### src/rtl/tone_pkg.sv
// tone_pkg: shared widths, sample constants, FSM states and the melody ROM.
package tone_pkg;

  localparam int unsigned SAMPLE_W       = 13;
  localparam int unsigned PHASE_W        = 24;
  localparam int unsigned NOTE_CNT       = 8;
  localparam int unsigned NOTE_IDX_W     = $clog2(NOTE_CNT);
  localparam int unsigned UNITS_W        = 8;
  localparam int unsigned UNIT_TICKS_DEF = 48000;
  localparam int unsigned GAP_TICKS_DEF  = 4800;

  localparam logic [SAMPLE_W-1:0] MIDSCALE  = SAMPLE_W'(2 ** (SAMPLE_W - 1));
  localparam logic [SAMPLE_W-1:0] FULLSCALE = '1;

  typedef enum logic [1:0] {
    IDLE,
    PLAY,
    GAP
  } state_t;

  // One melody entry: DDS increment (0 = rest) and duration in units.
  typedef struct packed {
    logic [PHASE_W-1:0] inc;
    logic [UNITS_W-1:0] units;
  } note_t;

  // inc = round(f_hz * 2^24 / 4.8 MHz)
  localparam note_t NOTE_ROM [NOTE_CNT] = '{
    '{inc: PHASE_W'(1538), units: UNITS_W'(3)},  // A4  440 Hz
    '{inc: PHASE_W'(2052), units: UNITS_W'(2)},  // D5  587 Hz
    '{inc: PHASE_W'(0),    units: UNITS_W'(1)},  // rest
    '{inc: PHASE_W'(2303), units: UNITS_W'(2)},  // E5  659 Hz
    '{inc: PHASE_W'(2586), units: UNITS_W'(0)},  // F#5 740 Hz, shortest possible note
    '{inc: PHASE_W'(3076), units: UNITS_W'(2)},  // A5  880 Hz
    '{inc: PHASE_W'(2740), units: UNITS_W'(1)},  // G5  784 Hz
    '{inc: PHASE_W'(4107), units: UNITS_W'(4)}   // D6 1175 Hz
  };

endpackage

### src/rtl/tone_sequencer_if.sv
// tone_sequencer_if: control strobes in, sample stream and status out.
interface tone_sequencer_if;
  import tone_pkg::*;

  logic                  i_sample_ce;
  logic                  i_start;
  logic                  i_stop;
  logic                  i_loop_en;
  logic                  i_wave_sel;
  logic [SAMPLE_W-1:0]   o_sample;
  logic                  o_sample_valid;
  logic                  o_busy;
  logic [NOTE_IDX_W-1:0] o_note_idx;

  modport master (
    output i_sample_ce, i_start, i_stop, i_loop_en, i_wave_sel,
    input  o_sample, o_sample_valid, o_busy, o_note_idx
  );

  modport slave (
    input  i_sample_ce, i_start, i_stop, i_loop_en, i_wave_sel,
    output o_sample, o_sample_valid, o_busy, o_note_idx
  );

endinterface

### src/rtl/tone_dds.sv
// tone_dds: phase accumulator with sawtooth/square shaping of the post-increment phase.
module tone_dds
  import tone_pkg::*;
(
  input  logic                clk,
  input  logic                rst,
  input  logic                i_ce,
  input  logic                i_clr,
  input  logic [PHASE_W-1:0]  i_inc,
  input  logic                i_wave_sel,
  output logic [SAMPLE_W-1:0] o_sample_c
);

  logic [PHASE_W-1:0] r_phase;
  logic [PHASE_W-1:0] w_phase_nxt;

  assign w_phase_nxt = r_phase + i_inc;

  // Phase accumulator; clear has priority over advance.
  always_ff @(posedge clk or posedge rst) begin
    if (rst) begin
      r_phase <= '0;
    end else if (i_clr) begin
      r_phase <= '0;
    end else if (i_ce) begin
      r_phase <= w_phase_nxt;
    end
  end

  // Shape the phase the accumulator is about to hold, so the sample and phase stay aligned.
  always_comb begin
    o_sample_c = SAMPLE_W'(w_phase_nxt >> (PHASE_W - SAMPLE_W));
    if (i_wave_sel) begin
      o_sample_c = w_phase_nxt[PHASE_W-1] ? FULLSCALE : '0;
    end
  end

endmodule

### src/rtl/tone_sequencer.sv
// tone_sequencer: walks the note ROM (PLAY/GAP), driving the DDS once per sample enable.
module tone_sequencer
  import tone_pkg::*;
#(
  parameter int unsigned UNIT_TICKS = UNIT_TICKS_DEF,
  parameter int unsigned GAP_TICKS  = GAP_TICKS_DEF
) (
  input logic             clk,
  input logic             rst,
  tone_sequencer_if.slave bus
);

  localparam int unsigned DUR_BITS = $clog2(((2 ** UNITS_W) - 1) * UNIT_TICKS + 1);
  localparam int unsigned DUR_W    = (DUR_BITS > 24) ? DUR_BITS : 24;
  localparam int unsigned GAP_BITS = $clog2(GAP_TICKS + 1);
  localparam int unsigned GAP_W    = (GAP_BITS > 1) ? GAP_BITS : 1;

  // Note length in enables; a zero-unit entry still plays for one enable.
  function automatic logic [DUR_W-1:0] note_ticks(input logic [UNITS_W-1:0] units);
    logic [DUR_W-1:0] ticks;
    ticks = DUR_W'(units) * DUR_W'(UNIT_TICKS);
    if (ticks == '0) begin
      ticks = DUR_W'(1);
    end
    return ticks;
  endfunction

  state_t                r_state;
  state_t                w_state_nxt;
  logic [NOTE_IDX_W-1:0] r_note_idx;
  logic [NOTE_IDX_W-1:0] w_note_nxt;
  logic [NOTE_IDX_W-1:0] w_adv_idx;
  logic [DUR_W-1:0]      r_dur_cnt;
  logic [DUR_W-1:0]      w_dur_nxt;
  logic [GAP_W-1:0]      r_gap_cnt;
  logic [GAP_W-1:0]      w_gap_nxt;
  logic [SAMPLE_W-1:0]   r_sample;
  logic [SAMPLE_W-1:0]   w_sample_nxt;
  logic [SAMPLE_W-1:0]   w_dds_sample;
  logic [PHASE_W-1:0]    w_inc;
  logic                  r_sample_valid;
  logic                  r_busy;
  logic                  w_last_note;
  logic                  w_dds_ce;
  logic                  w_dds_clr;

  assign w_inc       = NOTE_ROM[r_note_idx].inc;
  assign w_last_note = (r_note_idx == NOTE_IDX_W'(NOTE_CNT - 1));
  assign w_adv_idx   = w_last_note ? '0 : r_note_idx + NOTE_IDX_W'(1);

  tone_dds u_dds (
    .clk        (clk),
    .rst        (rst),
    .i_ce       (w_dds_ce),
    .i_clr      (w_dds_clr),
    .i_inc      (w_inc),
    .i_wave_sel (bus.i_wave_sel),
    .o_sample_c (w_dds_sample)
  );

  // State register.
  always_ff @(posedge clk or posedge rst) begin
    if (rst) begin
      r_state <= IDLE;
    end else begin
      r_state <= w_state_nxt;
    end
  end

  // Next state, counters and next sample; stop overrides everything, start/stop need no enable.
  always_comb begin
    w_state_nxt  = r_state;
    w_note_nxt   = r_note_idx;
    w_dur_nxt    = r_dur_cnt;
    w_gap_nxt    = r_gap_cnt;
    w_sample_nxt = r_sample;
    w_dds_ce     = 1'b0;
    w_dds_clr    = 1'b0;
    if (bus.i_stop) begin
      w_state_nxt  = IDLE;
      w_note_nxt   = '0;
      w_dur_nxt    = '0;
      w_gap_nxt    = '0;
      w_sample_nxt = MIDSCALE;
      w_dds_clr    = 1'b1;
    end else begin
      case (r_state)
        IDLE: begin
          w_dds_clr = 1'b1;
          if (bus.i_sample_ce) begin
            w_sample_nxt = MIDSCALE;
          end
          if (bus.i_start) begin
            w_state_nxt = PLAY;
            w_note_nxt  = '0;
            w_dur_nxt   = note_ticks(NOTE_ROM[0].units);
          end
        end
        PLAY: begin
          if (bus.i_sample_ce) begin
            w_dds_ce     = 1'b1;
            w_sample_nxt = (w_inc == '0) ? MIDSCALE : w_dds_sample;
            if (r_dur_cnt <= DUR_W'(1)) begin
              w_state_nxt = GAP;
              w_dur_nxt   = '0;
              w_gap_nxt   = GAP_W'(GAP_TICKS);
            end else begin
              w_dur_nxt = r_dur_cnt - DUR_W'(1);
            end
          end
        end
        GAP: begin
          w_dds_clr = 1'b1;
          if (bus.i_sample_ce) begin
            w_sample_nxt = MIDSCALE;
            if (r_gap_cnt <= GAP_W'(1)) begin
              w_gap_nxt = '0;
              if (w_last_note && !bus.i_loop_en) begin
                w_state_nxt = IDLE;
                w_note_nxt  = '0;
              end else begin
                w_state_nxt = PLAY;
                w_note_nxt  = w_adv_idx;
                w_dur_nxt   = note_ticks(NOTE_ROM[w_adv_idx].units);
              end
            end else begin
              w_gap_nxt = r_gap_cnt - GAP_W'(1);
            end
          end
        end
        default: begin
          w_state_nxt = IDLE;
        end
      endcase
    end
  end

  // Counters and registered outputs.
  always_ff @(posedge clk or posedge rst) begin
    if (rst) begin
      r_note_idx     <= '0;
      r_dur_cnt      <= '0;
      r_gap_cnt      <= '0;
      r_sample       <= MIDSCALE;
      r_sample_valid <= 1'b0;
      r_busy         <= 1'b0;
    end else begin
      r_note_idx     <= w_note_nxt;
      r_dur_cnt      <= w_dur_nxt;
      r_gap_cnt      <= w_gap_nxt;
      r_sample       <= w_sample_nxt;
      r_sample_valid <= bus.i_sample_ce;
      r_busy         <= (w_state_nxt != IDLE);
    end
  end

  assign bus.o_sample       = r_sample;
  assign bus.o_sample_valid = r_sample_valid;
  assign bus.o_busy         = r_busy;
  assign bus.o_note_idx     = r_note_idx;

endmodule

### src/flat_wrapper.sv
// flat-port wrapper written by rule: the top's interface ports become plain ports
module tone_sequencer_flat import tone_pkg::*;
#(
  parameter int unsigned UNIT_TICKS = UNIT_TICKS_DEF,
  parameter int unsigned GAP_TICKS  = GAP_TICKS_DEF
)
  (clk, rst, bus_i_sample_ce, bus_i_start, bus_i_stop, bus_i_loop_en, bus_i_wave_sel, bus_o_sample, bus_o_sample_valid, bus_o_busy, bus_o_note_idx);
  tone_sequencer_if bus_i ();
  input logic clk;
  input logic rst;
  input wire logic [$bits(bus_i.i_sample_ce)-1:0] bus_i_sample_ce;
  input wire logic [$bits(bus_i.i_start)-1:0] bus_i_start;
  input wire logic [$bits(bus_i.i_stop)-1:0] bus_i_stop;
  input wire logic [$bits(bus_i.i_loop_en)-1:0] bus_i_loop_en;
  input wire logic [$bits(bus_i.i_wave_sel)-1:0] bus_i_wave_sel;
  output wire logic [$bits(bus_i.o_sample)-1:0] bus_o_sample;
  output wire logic [$bits(bus_i.o_sample_valid)-1:0] bus_o_sample_valid;
  output wire logic [$bits(bus_i.o_busy)-1:0] bus_o_busy;
  output wire logic [$bits(bus_i.o_note_idx)-1:0] bus_o_note_idx;
  assign bus_i.i_sample_ce = bus_i_sample_ce;
  assign bus_i.i_start = bus_i_start;
  assign bus_i.i_stop = bus_i_stop;
  assign bus_i.i_loop_en = bus_i_loop_en;
  assign bus_i.i_wave_sel = bus_i_wave_sel;
  assign bus_o_sample = bus_i.o_sample;
  assign bus_o_sample_valid = bus_i.o_sample_valid;
  assign bus_o_busy = bus_i.o_busy;
  assign bus_o_note_idx = bus_i.o_note_idx;
  tone_sequencer #(.UNIT_TICKS(UNIT_TICKS), .GAP_TICKS(GAP_TICKS)) u_core (.clk(clk), .rst(rst), .bus(bus_i));
endmodule
### config.mk
export PLATFORM = sky130hd
export DESIGN_NAME = tone_sequencer_flat
export DESIGN_NICKNAME = d
export VERILOG_FILES = /design/src/rtl/tone_pkg.sv /design/src/rtl/tone_sequencer_if.sv /design/src/rtl/tone_dds.sv /design/src/rtl/tone_sequencer.sv /design/src/flat_wrapper.sv
export SDC_FILE = /design/constraint.sdc
export NUM_CORES = 1
export LEC_CHECK = 0
export BUFFER_PORTS_ARGS = -buffer_cell sky130_fd_sc_hd__buf_4
export CORE_ASPECT_RATIO = 0.9
export CORE_MARGIN = 4
export CORE_UTILIZATION = 40
export DETAILED_ROUTE_END_ITERATION = 10
export GPL_ROUTABILITY_DRIVEN = 1
export PLACE_DENSITY = 0.66
export SYNTH_ARGS = -nofsm -noshare
export SYNTH_HDL_FRONTEND = slang
export SYNTH_SLANG_ARGS = --single-unit
### constraint.sdc
create_clock -name clk -period 4.7 [get_ports clk]
set_clock_uncertainty 0.1 [all_clocks]
set_input_delay 0.94 -clock clk [delete_from_list [all_inputs] [get_ports clk]]
set_output_delay 0.94 -clock clk [all_outputs]
set_load 0.05 [all_outputs]
==> Word-level counts from Yosys, hierarchy flattened <==
Memories as Yosys holds them, arrays and structs flattened.
Index checks and enable logic that the tools add are counted.
{ "word_totals": {"register_bits": 81, "mem_bits_ro": 512, "in_bits": 7, "output_inout_bits": 18, "word_cells": 95, "n_memories": 2} }
{ "mem_list": {"columns": ["name", "words", "width", "rd", "rd_clocked_by_memory_dff", "write_ports", "line", "source"], "rows": [
  ["(name not given)", 8, 32, 1, 0, 0, "tone_sequencer.sv:47", "assign w_inc = NOTE_ROM[r_note_idx].inc;"],
  ["(name not given)", 8, 32, 1, 0, 0, "tone_sequencer.sv:124", "w_dur_nxt = note_ticks(NOTE_ROM[w_adv_idx].units);"]
]} }
{ "classes": {"add_sub_neg": 4, "mul": 1, "order_cmp": 4, "n_eq_ne": 10, "n_mux": 48, "bitwise_logic": 2, "n_reduce_logical": 16} }
{ "ops": {"columns": ["op", "n"], "rows": [
  ["$mux 24", 10],
  ["$mux 13", 11],
  ["$pmux 24 s3", 1],
  ["$mux 32", 2],
  ["$pmux 13 s2", 2],
  ["$logic_not 24->1", 2],
  ["$add 24x24->24", 1],
  ["$le 24x1->1 const B", 1],
  ["$sub 24x1->24 const B", 1],
  ["$mux 3", 6],
  ["$mul 8x9->17 const B", 1],
  ["$mux 8", 2],
  ["$le 13x1->1 const B", 1],
  ["$sub 13x1->13 const B", 1],
  ["$mux 2", 6],
  ["$ne 3x3->1 const B", 4],
  ["$reduce_bool 3->1", 3],
  ["$ge 4x4->1 const B", 2],
  ["$not 3->4", 2],
  ["$reduce_and 4->1", 2],
  ["$mux 1", 6],
  ["$ne 3x2->1 const B", 2],
  ["$pmux 2 s3", 1],
  ["$pmux 3 s2", 1],
  ["other kinds (13)", 14]
]} }

==> Logic depth before layout (Yosys ltp) <==
{ "depth": {"word_depth": 14, "ltp_mapped": 16, "ltp_nobuf": 15} }

==> By module <==
Synthesis repeated with hierarchy kept, for this count alone.
{ "hier_totals": {"hier_cells": 719, "area_unflattened_um2": 6159.7} }
{ "modules_own_cells": {"columns": ["module", "instances", "cells_per_inst", "area_each_um2", "seq_area_each_um2"], "rows": [
  ["tone_sequencer", 1, 426, 3761.1, 1427.6],
  ["tone_dds", 1, 293, 2398.6, 600.6]
]} }

==> Least setup slack after synthesis <==
OpenSTA, ideal clock, no wires.
{ "synth_timing": {"path_type": "register to register", "startpoint": "reg u_core.r_note_idx[0] (netlist: u_core.bus.o_note_idx[0])", "endpoint": "reg u_core.r_dur_cnt[16]", "setup_ps": 131, "arrival_time_ps": 4077, "required_time_ps": 4469, "path_slack_ps": 392, "path_stages_with_launch": 16, "n_path_buf": 1, "period_less_slack_ps": 4308, "cell_sequence": "dfrtp_1 > ha_1 > ha_1 > clkbuf_1 > nor2_1 > nor2_1 > a21oi_1 > ha_1 > a32o_1 > ha_1 > nand2_1 > o41ai_1 > xnor2_1 > o21ai_0 > nor3_1 > or3_1"} }
{ "synth_between": {"elab_chain_len": 14, "word_cells_on_any_way": 18, "cone_classes": "add/sub (1); mul (1); eq/ne (2); mux (9); bitwise (1); reduce/logical (3); memory (1)"} }
{ "synth_lines": {"columns": ["item", "line", "source"], "rows": [
  ["from (decl)", "tone_sequencer.sv:30", "logic [NOTE_IDX_W-1:0] r_note_idx;"],
  ["from (signal assigned)", "tone_sequencer.sv:148", "r_note_idx <= w_note_nxt;"],
  ["$add 3x1->3 / $eq 3x3->1 (equally long branches)", "tone_sequencer.sv:49, tone_sequencer.sv:48", null],
  ["$mux 3", "tone_sequencer.sv:49", "assign w_adv_idx = w_last_note ? '0 : r_note_idx + NOTE_IDX_W'(1);"],
  ["$not 3->4 (not written as such)", "tone_sequencer.sv:124", null],
  ["$mem_v2 8x32", null, null],
  ["$mux 8 (not written as such) (2 in a row)", "tone_sequencer.sv:124", null],
  ["$mul 8x9->17", "tone_sequencer.sv:21", "ticks = DUR_W'(units) * DUR_W'(UNIT_TICKS);"],
  ["$logic_not 24->1", "tone_sequencer.sv:22", "if (ticks == '0) begin"],
  ["$mux 24", "tone_sequencer.sv:22", null],
  ["$mux 24", "tone_sequencer.sv:118", "if (w_last_note && !bus.i_loop_en) begin"],
  ["$mux 24", "tone_sequencer.sv:116", "if (r_gap_cnt <= GAP_W'(1)) begin"],
  ["$mux 24", "tone_sequencer.sv:114", "if (bus.i_sample_ce) begin"],
  ["$pmux 24 s3", "tone_sequencer.sv:87", "case (r_state)"],
  ["$mux 24", "tone_sequencer.sv:79", "if (bus.i_stop) begin"],
  ["to (signal assigned)", "tone_sequencer.sv:149", "r_dur_cnt <= w_dur_nxt;"],
  ["to (decl)", "tone_sequencer.sv:33", "logic [DUR_W-1:0] r_dur_cnt;"]
]} }
Parallel ways exist; a longest one is shown, timed or not. The select of a mux whose other input is x is not followed.
A chain may end at the register's enable or synchronous reset.

==> Final worst setup path <==
{ "layout_timing": {"startpoint": "reg u_core.r_note_idx[1] (netlist: u_core.bus.o_note_idx[1])", "endpoint": "reg u_core.r_dur_cnt[16]"} }
Same word-level chain as after synthesis.

==> impl_metrics.tcl <==
set metrics [dict create \
    status "complete, no violations" \
    area_delta_synth_final_pct 11.94 \
    fillers 1336 \
    p_leak_nw 2.704 \
    io_pins 25 \
    nets 727 \
    drt_first_iter_violations 486 \
    cts_tree "yes" \
    htree_num_levels 3 \
    finalCritPeriodShare_pct 91.71 \
    core_mm2 0.01400 \
    drc 0 \
    final-setup-viol-count 0 \
    crit_path_start_kind "flop" \
    power_density_mw_per_mm2 293.0 \
    clock_latency_ps 340 \
    portBuffers 24 \
    die_w_um 133.8 \
    crit_slowest_cell "dfrtp_1" \
    grt_start_max_net_pins 61 \
    vias 5140 \
    antenna_found_initial 0 \
    final_cell_mix "dfrtp_1, nor2_1, nand2_1, a21oi_1, o21ai_0" \
    slew_headroom_pct 29.10 \
    initial_utilization_pct 40.70 \
    synth-edff-count 0 \
    cp.required_ps 4810 \
    min_period_ps 4310 \
    antenna_left 0 \
    maxCapViolCount 0 \
    critPathArrivalTime_ps 4420 \
    fp.dieH_um 121.3 \
    power_mw 1.870 \
    finalMaxSlewViolations 0 \
    endpoint_kind "flop" \
    crit_fanout 11 \
    hp-class "reg -> reg" \
    worstSetupPathType "reg -> reg" \
    cp_cell_sequence "ha_1 -> ha_1 -> o21ai_0 -> a21oi_1 -> ha_1 -> a32o_1 -> ha_1 -> nand2_1 -> o41ai_1 -> xnor2_1 -> o21ai_1 -> nor3_1 -> or3_1" \
    cts-root-buf "clkbuf_16" \
    avgRoutedWirePerCell_um 15.89 \
    rsz0062_at_grt "no" \
    syn-cell-area_mm2 0.005700 \
    place_congestion 0.8590 \
    grt_pass1_wl_um 23890 \
    tightest_slew_ps 1061 \
    seq_area_frac_synth_pct 35.58 \
    grt-ovfl-total 0 \
    n_antenna_cell 0 \
    vias_per_cell 5.841 \
    cts_buffers 9 \
    syn_inst 668 \
    syn_avg_cell_area_um2 8.534 \
    grt_pass1_vias 4900 \
    ys_types 67 \
    vdd_drop_max_mv 0.2189 \
    ys_warn_count 0 \
    drive_above_1_share_pct 10.04 \
    ys.flop_type "dfrtp_1" \
    cts_hold_buf 0 \
    synth_seq_cells 81 \
    firstDrtPassIters 5 \
    max_freq_ghz 0.2320 \
    rows 41 \
    fin_tns_setup_ps 0 \
    final-hold-violation-count 0 \
    mostFrequentLayoutCell "dfrtp_1" \
    dp_hpwl_um 10060 \
    grtUsageTotal_pct 17.53 \
    cts.sinks 81 \
    critPathMaxStageDelay_ps 490 \
    async_flop_share_pct 100.0 \
    clk_path_buf_depth 2 \
    wirelength_um 13980 \
    die_area_mm2 0.01623 \
    clk_pin_slew_ps 60 \
    path_common_cell "ha_1" \
]
==> registers in the layout, indices dropped and copies added, names as in the netlist <==
signal                     cells
u_core.r_dur_cnt              24
u_core.bus.o_sample           13
u_core.bus.o_sample_valid      1
u_core.bus.o_busy              1
u_core.r_gap_cnt              13
u_core.bus.o_note_idx          3
u_core.r_state                 2
u_core.u_dds.r_phase          24
==> report_power, final <==
group	leakage (nW)	switching (mW)	internal (mW)
sequential	1.12	0.0222	0.716
combinational	1.43	0.229	0.115
clock	0.159	0.304	0.482
total	2.70	0.556	1.31
==> synthesized netlist by cell type, types with 5 or more instances <==
| cell type | count | area, um^2 |
|---|---|---|
| o21bai_1 | 5 | 37.54 |
| nand2_1 | 60 | 225.2 |
| nor3_1 | 29 | 145.1 |
| nand3_1 | 12 | 60.06 |
| a22o_1 | 5 | 43.79 |
| o21ai_0 | 45 | 225.2 |
| dfrtp_1 | 80 | 2002 |
| a21o_1 | 11 | 82.58 |
| a31oi_1 | 7 | 43.79 |
| nand2b_1 | 11 | 68.82 |
| or2_2 | 5 | 31.28 |
| o211ai_1 | 20 | 150.1 |
| a21oi_1 | 50 | 250.2 |
| nor2_1 | 66 | 247.7 |
| clkbuf_1 | 23 | 86.33 |
| or3_1 | 12 | 75.07 |
| inv_1 | 26 | 97.59 |
| ha_1 | 36 | 450.4 |
| nand4_1 | 9 | 56.30 |
| xnor2_1 | 32 | 280.3 |
| o31ai_1 | 15 | 112.6 |
| nor4_1 | 11 | 68.82 |
| a211oi_1 | 14 | 105.1 |
| o21a_1 | 5 | 37.54 |
| nor2b_1 | 6 | 37.54 |
==> through the flow <==
stage / hold WS [ps] / instances / worst slack [ps] / util, % / instance area [um^2]
after floorplan: 356.5 / 669 / 391.9 / - / 5704
after global placement: 380.4 / 864 / 546.8 / 43.21 / 6052
after detailed placement: 374.5 / 864 / 265.1 / 43.21 / 6052
after CTS: 394.0 / 880 / 246.3 / 45.56 / 6381
after global routing: 403.2 / 880 / 112.9 / 45.56 / 6381
final: 394.4 / 880 / 389.8 / 45.56 / 6381
==> layout make-up <==
cell class              instances  area (um^2)  area share (%)
multi-input cells             535         3466           54.31
flip-flops and latches         81         2028           31.78
well taps                     193        241.5           3.784
clock buffers                  10        239.0           3.745
repair buffers                 29        217.7           3.412
inverters                      26        98.84           1.549
clock inverters                 6        90.09           1.412
==> layer usage <==
layer / vias up / GRT usage, % / part of all wire (%)
met1: 2468 / 24.86 / 48
li1: 2487 / - / -
met2: 165 / 27.90 / 46
met4: 0 / 5.977 / 1.7
met3: 20 / 2.032 / 5.0
met5: - / 0 / 0
==> cells by family (layout without fill, tap and decap cells) <==
logic type / count (synthesis) / after routing / share of synthesized area, %
compound gates: 216 / 216 / 25.29
xor+xnor: 34 / 34 / 5.224
fa+ha+maj: 38 / 38 / 8.604
buf+inv: 53 / 71 / 3.687
flops: 81 / 81 / 35.58
mux: 7 / 7 / 1.317
other cells: 1 / 2 / 0.06578
simple gates: 238 / 238 / 20.24
==> timing repair <==
item                                    CTS  global route
setup buffers                             0             0
endpoints found under the setup margin    0             2
gates resized for setup                   0             1
==> worst max-delay path, delay by kind of cell (launching register included) <==
kind                     cells  cell delay (ps)
AO/OA/AOI/OAI                5             1530
adder cells (fa/ha/maj)      4             1350
flip-flops                   1              490
AND/OR/NAND/NOR              3              490
XOR/XNOR                     1              200
==> final timing paths <==
path	from	endpoint	slack, ps	depth (start not counted)
max	u_core.bus.o_note_idx[1]$_DFFE_PP0P_	u_core.r_dur_cnt[16]$_DFFE_PP0P_	390	13
min	u_core.r_gap_cnt[12]$_DFFE_PP0P_	u_core.r_gap_cnt[12]$_DFFE_PP0P_	390	1
max reg2reg	u_core.bus.o_note_idx[1]$_DFFE_PP0P_	u_core.r_dur_cnt[16]$_DFFE_PP0P_	390	13
min reg2reg	u_core.r_gap_cnt[12]$_DFFE_PP0P_	u_core.r_gap_cnt[12]$_DFFE_PP0P_	390	1
max in group asynchronous	rst	u_core.r_dur_cnt[7]$_DFFE_PP0P_	2910	3
min in group asynchronous	rst	u_core.r_dur_cnt[22]$_DFFE_PP0P_	720	2
No activity file was read; power rests on OpenSTA's default activity.
